==> src/rtl/dac_spi_tx.sv <==
// dac_spi_tx: turns Q10.16 filter samples into 12-bit offset-binary codes
// and ships them to a serial DAC as 16-bit frames, MSB first.
//
// Ports:
//   clk        sole clock, rising edge
//   reset      asynchronous active-low reset
//   yk         signed Q10.16 filter sample (27 bits)
//   resulisto  sample-valid; each 0->1 transition accepts yk
//   sclk       DAC serial clock (idles high)
//   sync_n     DAC frame select, active-low
//   sdata      DAC serial data, changes with sclk rising
//   busy       frame in progress or sample pending
//   overrun    sticky: a pending sample was replaced before it was sent
module dac_spi_tx #(
    parameter int CLK_DIV = 2
) (
    input  logic        clk,
    input  logic        reset,
    input  logic [26:0] yk,
    input  logic        resulisto,
    output logic        sclk,
    output logic        sync_n,
    output logic        sdata,
    output logic        busy,
    output logic        overrun
);

    localparam int CW = $clog2(2 * CLK_DIV + 1);
    localparam logic [CW-1:0] HALF_END = CW'(CLK_DIV - 1);
    localparam logic [CW-1:0] GAP_END  = CW'(2 * CLK_DIV - 1);

    typedef enum logic [1:0] {
        IDLE,
        SHIFT,
        GAP
    } state_t;

    state_t         state_q, state_d;
    logic [CW-1:0]  cnt_q, cnt_d;
    logic [4:0]     half_q, half_d;
    logic [15:0]    sr_q, sr_d;
    logic           sclk_q, sclk_d;
    logic           sync_q, sync_d;
    logic           pend_q, pend_d;
    logic [11:0]    pcode_q, pcode_d;
    logic           ovr_q, ovr_d;
    logic           prev_q;

    logic               accept;
    logic signed [26:0] shifted;
    logic [11:0]        code;
    logic               start;
    logic               store;
    logic [11:0]        start_code;

    assign accept  = resulisto & ~prev_q;
    assign shifted = $signed(yk) >>> 5;

    // Saturate to 12-bit signed, then add 2048 (same as flipping the MSB).
    always_comb begin
        if (shifted > 27'sd2047) begin
            code = 12'hFFF;
        end else if (shifted < -27'sd2048) begin
            code = 12'h000;
        end else begin
            code = {~shifted[11], shifted[10:0]};
        end
    end

    always_comb begin
        state_d    = state_q;
        cnt_d      = cnt_q;
        half_d     = half_q;
        sr_d       = sr_q;
        sclk_d     = sclk_q;
        sync_d     = sync_q;
        pend_d     = pend_q;
        pcode_d    = pcode_q;
        ovr_d      = ovr_q;
        start      = 1'b0;
        store      = 1'b0;
        start_code = code;

        unique case (state_q)
            IDLE: begin
                start = accept;
            end
            SHIFT: begin
                store = accept;
                if (cnt_q == HALF_END) begin
                    cnt_d = '0;
                    if (half_q == 5'd31) begin
                        state_d = GAP;
                        sync_d  = 1'b1;
                        sclk_d  = 1'b1;
                        sr_d    = '0;
                    end else begin
                        half_d = half_q + 5'd1;
                        sclk_d = ~sclk_q;
                        // next bit appears with sclk rising
                        if (!sclk_q) begin
                            sr_d = {sr_q[14:0], 1'b0};
                        end
                    end
                end else begin
                    cnt_d = cnt_q + 1'b1;
                end
            end
            GAP: begin
                // A queued frame keeps sync_n high for two half-periods,
                // giving 34 half-periods frame to frame; with nothing
                // queued the gap ends after one half-period.
                if (cnt_q == HALF_END && !pend_q) begin
                    if (accept) begin
                        start = 1'b1;
                    end else begin
                        state_d = IDLE;
                    end
                end else if (cnt_q == GAP_END) begin
                    start  = 1'b1;
                    pend_d = 1'b0;
                    if (accept) begin
                        ovr_d = 1'b1;
                    end else begin
                        start_code = pcode_q;
                    end
                end else begin
                    cnt_d = cnt_q + 1'b1;
                    store = accept;
                end
            end
            default: begin
                state_d = IDLE;
            end
        endcase

        if (store) begin
            pend_d  = 1'b1;
            pcode_d = code;
            if (pend_q) begin
                ovr_d = 1'b1;
            end
        end

        if (start) begin
            state_d = SHIFT;
            cnt_d   = '0;
            half_d  = '0;
            sr_d    = {4'b0000, start_code};
            sclk_d  = 1'b1;
            sync_d  = 1'b0;
        end
    end

    always_ff @(posedge clk or negedge reset) begin
        if (!reset) begin
            state_q <= IDLE;
            cnt_q   <= '0;
            half_q  <= '0;
            sr_q    <= '0;
            sclk_q  <= 1'b1;
            sync_q  <= 1'b1;
            pend_q  <= 1'b0;
            pcode_q <= '0;
            ovr_q   <= 1'b0;
            prev_q  <= 1'b0;
        end else begin
            state_q <= state_d;
            cnt_q   <= cnt_d;
            half_q  <= half_d;
            sr_q    <= sr_d;
            sclk_q  <= sclk_d;
            sync_q  <= sync_d;
            pend_q  <= pend_d;
            pcode_q <= pcode_d;
            ovr_q   <= ovr_d;
            prev_q  <= resulisto;
        end
    end

    assign sclk    = sclk_q;
    assign sync_n  = sync_q;
    assign sdata   = sr_q[15];
    assign busy    = (state_q != IDLE) | pend_q;
    assign overrun = ovr_q;

endmodule

==> config.mk <==
export PLATFORM = sky130hd
export DESIGN_NAME = dac_spi_tx
export DESIGN_NICKNAME = d
export VERILOG_FILES = /design/src/rtl/dac_spi_tx.sv
export SDC_FILE = /design/constraint.sdc
export NUM_CORES = 1
export LEC_CHECK = 0
export ABC_CLOCK_PERIOD_IN_PS = 3000
export BUFFER_PORTS_ARGS = -buffer_cell sky130_fd_sc_hd__clkbuf_2
export CAP_MARGIN = 40
export CELL_PAD_IN_SITES_DETAIL_PLACEMENT = 0
export CELL_PAD_IN_SITES_GLOBAL_PLACEMENT = 1
export CORE_ASPECT_RATIO = 0.75
export CORE_UTILIZATION = 44
export DETAILED_ROUTE_END_ITERATION = 8
export GPL_TIMING_DRIVEN = 0
export PLACE_DENSITY = 0.88
export RECOVER_POWER = 50
export REMOVE_ABC_BUFFERS = 1
export SLEW_MARGIN = 40
export SYNTH_ARGS = -nofsm -noshare
export SYNTH_HDL_FRONTEND = slang
export SYNTH_SLANG_ARGS = --single-unit
==> constraint.sdc <==
create_clock -name clk -period 3 [get_ports clk]
set_clock_uncertainty 0.15 [all_clocks]
set_input_delay 0 -clock clk [delete_from_list [all_inputs] [get_ports clk]]
set_output_delay 0 -clock clk [all_outputs]
set_load 0.005 [all_outputs]
After elaboration in Yosys (flattened, before gate mapping)
Cells that the tools add are included.
{"block": "classes", "mux": 51, "bitwise_logic": 5, "reduce_logical": 17, "addsub": 2, "eq_ne": 15, "n_lt_le_gt_ge": 2}
{"operator": "$mux W16", "n": 5}
{"operator": "$mux W12", "n": 6}
{"operator": "$mux W1", "n": 23}
{"operator": "$gt A22 B12 Y1 const B", "n": 1}
{"operator": "$lt A22 B12 Y1 const B", "n": 1}
{"operator": "$mux W5", "n": 4}
{"operator": "$ne A3 B3 Y1 const B", "n": 6}
{"operator": "$reduce_and A3 Y1", "n": 5}
{"operator": "$mux W3", "n": 4}
{"operator": "$reduce_bool A2 Y1", "n": 6}
{"operator": "$mux W2", "n": 5}
{"operator": "$ne A2 B2 Y1 const B", "n": 3}
{"operator": "$pmux W2 S3", "n": 1}
{"operator": "$pmux W3 S2", "n": 1}
{"operator": "$add A5 B1 Y5 const B", "n": 1}
{"operator": "$eq A5 B5 Y1 const B", "n": 1}
{"operator": "$reduce_and A5 Y1", "n": 1}
{"operator": "$pmux W1 S2", "n": 2}
{"operator": "$add A3 B1 Y3 const B", "n": 1}
{"operator": "$eq A3 B1 Y1 const B", "n": 1}
{"operator": "$eq A3 B2 Y1 const B", "n": 1}
{"operator": "$ne A3 B1 Y1 const B", "n": 1}
{"operator": "$not A1 Y1", "n": 3}
{"operator": "$reduce_bool A3 Y1", "n": 1}
{"operator": "8 further kinds", "n": 8}
{"block": "word_totals", "output_inout_bits": 5, "register_bits": 43, "word_cells": 102}

Depth between registers and ports, before layout
{"block": "logic_depth", "word_depth": 8, "depth_mapped": 8, "mapped_depth_nobuf": 7}

Least setup slack after synthesis
OpenSTA, ideal clock, no wires.
{"block": "synth_timing", "kind": "reg2reg", "start": "reg half_q[0]", "end": "reg half_q[3]", "synth_period_minus_slack_ns": 2.226, "t_required_ns": 2.729, "stages_incl_launch_ff": 8, "setup_slack_ns": 0.774, "arrival_ns": 1.955, "path_cell_list": "dfrtp_1 ha_1 and3_1 ha_1 nor4bb_1 nand4_1 xor2_1 nor2_1"}
{"block": "synth_via", "elab_chain_cells": 5, "word_cells_on_any_way": 8}
{"element": "start, declared", "line_no": "40", "text": "logic [4:0] half_q, half_d;"}
{"element": "start signal, assigned", "line_no": "170", "text": "half_q <= half_d;"}
{"element": "$add A5 B1 Y5", "line_no": "98", "text": "half_d = half_q + 5'd1;"}
{"element": "$mux W5", "line_no": "92", "text": "if (half_q == 5'd31) begin"}
{"element": "$mux W5", "line_no": "90", "text": "if (cnt_q == HALF_END) begin"}
{"element": "$mux W5", "line_no": "84", "text": "unique case (state_q)"}
{"element": "$mux W5", "line_no": "145", "text": "if (start) begin"}
Parallel ways exist; a longest one is shown, timed or not. The select of a mux whose other input is x is not followed.
A chain may end at the register's enable or synchronous reset.

Worst setup path in the final report
{"block": "layout_timing", "start": "reg cnt_q[1]", "end": "reg cnt_q[1]"}
{"block": "layout_via", "elab_chain_cells": 6, "word_cells_on_any_way": 16}
{"element": "start, declared", "line_no": "39", "text": "logic [CW-1:0] cnt_q, cnt_d;"}
{"element": "start signal, assigned", "line_no": "169", "text": "cnt_q <= cnt_d;"}
{"element": "$eq A3 B2 Y1 or $eq A3 B1 Y1 (tied branches)", "line_no": "119, 90, 113"}
{"element": "$mux W1 or $logic_and A1 B1 Y1 (tied branches)", "line_no": "119, 113"}
{"element": "$mux W1", "line_no": "113", "text": "if (cnt_q == HALF_END && !pend_q) begin"}
{"element": "$pmux W1 S2", "line_no": "84"}
{"element": "$ne A3 B3 Y1 (no source line) or $reduce_bool A3 Y1 (tied branches)"}
{"element": "$reduce_and A3 Y1 (no source line)"}
Parallel ways exist; a longest one is shown, timed or not. The select of a mux whose other input is x is not followed.

==> metrics.cfg <==
[sta]
fmax_ghz = 0.384
drv_slew = 44
hold_viol_final = 0
layout_min_cycle_time_ns = 2.60
rsz0062_at_grt = no
period_share_pct = 86.8
max_slew_margin_pct = -55.7
whs_ns = 0.0280
fin_tns_setup_ns = 0
worst_slack_ns = 0.396
tightest_slew_ns = 2.34
setup_viol = 0

[synthesis]
synth-edff-count = 0
synthDistinctLibCells = 52
syn_avg_cell_area_sq_um = 9.77
syn_area_sq_mm = 0.00247
ys_ff_latch = 43
synth_warnings = 0
yosysSeqAreaShare_pct = 43.6
synthCells = 253
async_flop_share_pct = 100
synth_ff_type = dfrtp_1

[pwr]
power_density_mw_per_mm2 = 385
ir_worst_vdd_mv = 0.245
leakage_nw = 1.30

[clock_network]
post_cts_resized = 0
h-tree-depth = 2
cts_tree = yes
cts_buffers = 5
cts_sinks = 43
worstSkewPairLatency_ns = 0.29
cts.path.max_buffers = 2
clk_pin_slew_ns = 0.08
cts_root_buffer = clkbuf_8

[critical_path]
cp_data_required_time_ns = 3.04
critPathLaunchType = flop
cp.arrival_ns = 2.64
path_class = reg2reg
crit_fanout = 23
worstSetupEndpointType = flop
r2r_slack_ns = 0.40

[drt]
avgRoutedWirePerCell_um = 15.4
drc_errors = 0
via_per_inst = 5.81
first_pass_iters = 4
drtAntennaViolNets = 0
wirelength_mm = 5.59
num_vias = 2115
drtIter0Drc = 183

[finish]
postLayoutCoreUtil_pct = 54.2
area_delta_synth_final_pct = 18.0
final_cell_area_sq_mm = 0.00292
diodes = 0
layout-drive-gt1-share_pct = 18.3
fin_nets = 326

[floorplan]
start_util_pct = 45.9
num_rows = 23
die_y_um = 66.9
core_sq_mm = 0.00538
fp.dieW_um = 88.6
die_area_sq_mm = 0.00593
pin_count = 35

[placed_design]
place_congestion = 0.817
dpl-instance-area_sq_mm = 0.00269
port_buffers = 29
dp_hpwl_mm = 3.73
dpl_worst_slack_ns = 0.462

[grt]
grt_pass1_vias = 1971
antenna_found_initial = 0
grt-ovfl-total = 0
grt_pass1_wl_mm = 9.54
track_usage_pct = 21.4
grt_start_max_net_pins = 44

[flow_run]
cap_viol_max_count = 1

[worst_hold_path]
hold_class = in2reg

[status]
outcome = finished, violations left
violations = capacitance limit, slew limit

==> flip-flops by register name (all words and copies together) (netlist names) <==
name     flops
pend_q       1
sync_n       1
sr_q        16
sclk         1
overrun      1
prev_q       1
half_q       5
pcode_q     12
state_q      2
cnt_q        3
==> stage by stage <==
stage          power (W)  cells
2_1_floorplan   0.000685    237
3_3_place_gp    0.000729    341
3_5_place_dp    0.000738    342
4_1_cts          0.00114    364
5_1_grt          0.00117    364
6_report         0.00112    364
==> final cells by class <==
cell class,instances,area (sq um)
inverter,21,78.8
multi-input combinational,173,1280
clock inverter,1,5.00
tap,75,93.8
sequential,43,1080
timing repair buffer,44,290
fill,516,2460
clock buffer,7,86.3
==> per-layer routing <==
layer / track usage (%) / vias up / share of wire [%]
li1: - / 1028 / -
met1: 30.4 / 1033 / 52
met2: 33.1 / 49 / 44
met3: 4.09 / 5 / 3.2
met4: 6.05 / 0 / 1.1
met5: 0 / - / 0
==> worst paths after layout <==
check | from | end | cells past startpoint
setup / recovery | cnt_q[1] | cnt_q[1] | 6
hold / removal | yk[20] | pcode_q[0] | 5
setup reg to reg | cnt_q[1] | cnt_q[1] | 6
hold reg to reg | overrun | overrun | 1
max in group asynchronous | reset | pcode_q[1] | 2
min in group asynchronous | reset | half_q[0] | 2
==> critical path, stage by stage (launching register included) <==
cell,delay [ns]
dfrtp_1,0.41
inv_1,0.06
ha_1,0.27
nor3b_4,0.44
or2_2,0.25
nand3_2,0.41
o41ai_1,0.49
==> repair_timing <==
| item | CTS | global route |
|---|---|---|
| hold buffers | 14 | 0 |
| buffers inserted | 0 | 0 |
| endpoints found under the hold margin | 62 | 0 |
| endpoints found under the setup margin | 0 | 0 |
==> cells in the final DEF (no fill, tap or decap), types with 5 or more instances in the layout <==
cell type	n
inv_1	21
and4_1	11
clkbuf_2	27
a21oi_1	32
dfrtp_1	41
o21ai_0	6
clkbuf_8	6
mux2i_1	12
nand2_1	11
nand3_1	5
dlygate4sd3_1	14
nor2_1	10
ha_1	8
a211oi_1	10
o32ai_1	10
==> report_power, final <==
group          internal [W]  switching, W  total (W)
clock              0.000186      0.000198   0.000384
combinational     0.0000543     0.0000640   0.000118
sequential         0.000606     0.0000153   0.000621
total              0.000846      0.000277    0.00112
==> Yosys cell counts (3+ instances only) <==
library cell,instances,area [sq um]
dfrtp_1,41,1030
a21oi_1,32,160
inv_1,21,78.8
mux2i_1,12,120
and4_1,11,96.3
clkbuf_1,11,41.3
nand2_1,11,41.3
nor2_1,11,41.3
a211oi_1,10,75.1
o32ai_1,10,87.6
ha_1,8,100
o21ai_0,7,35.0
nand3_1,5,25.0
and3_1,3,18.8
buf_2,3,15.0
nand4_1,3,18.8
nor4_1,3,18.8
o211ai_1,3,22.5
==> cell families (layout without fill, tap and decap cells) <==
family | after synthesis | in the layout | synth area share, %
compound gates | 86 | 86 | 23.3
flops | 43 | 43 | 43.6
mux | 13 | 13 | 5.31
buf+inv | 37 | 73 | 6.38
xor+xnor | 3 | 3 | 1.06
simple gates | 63 | 63 | 16.2
fa+ha+maj | 8 | 8 | 4.05
No activity file was read; power rests on OpenSTA's default activity.
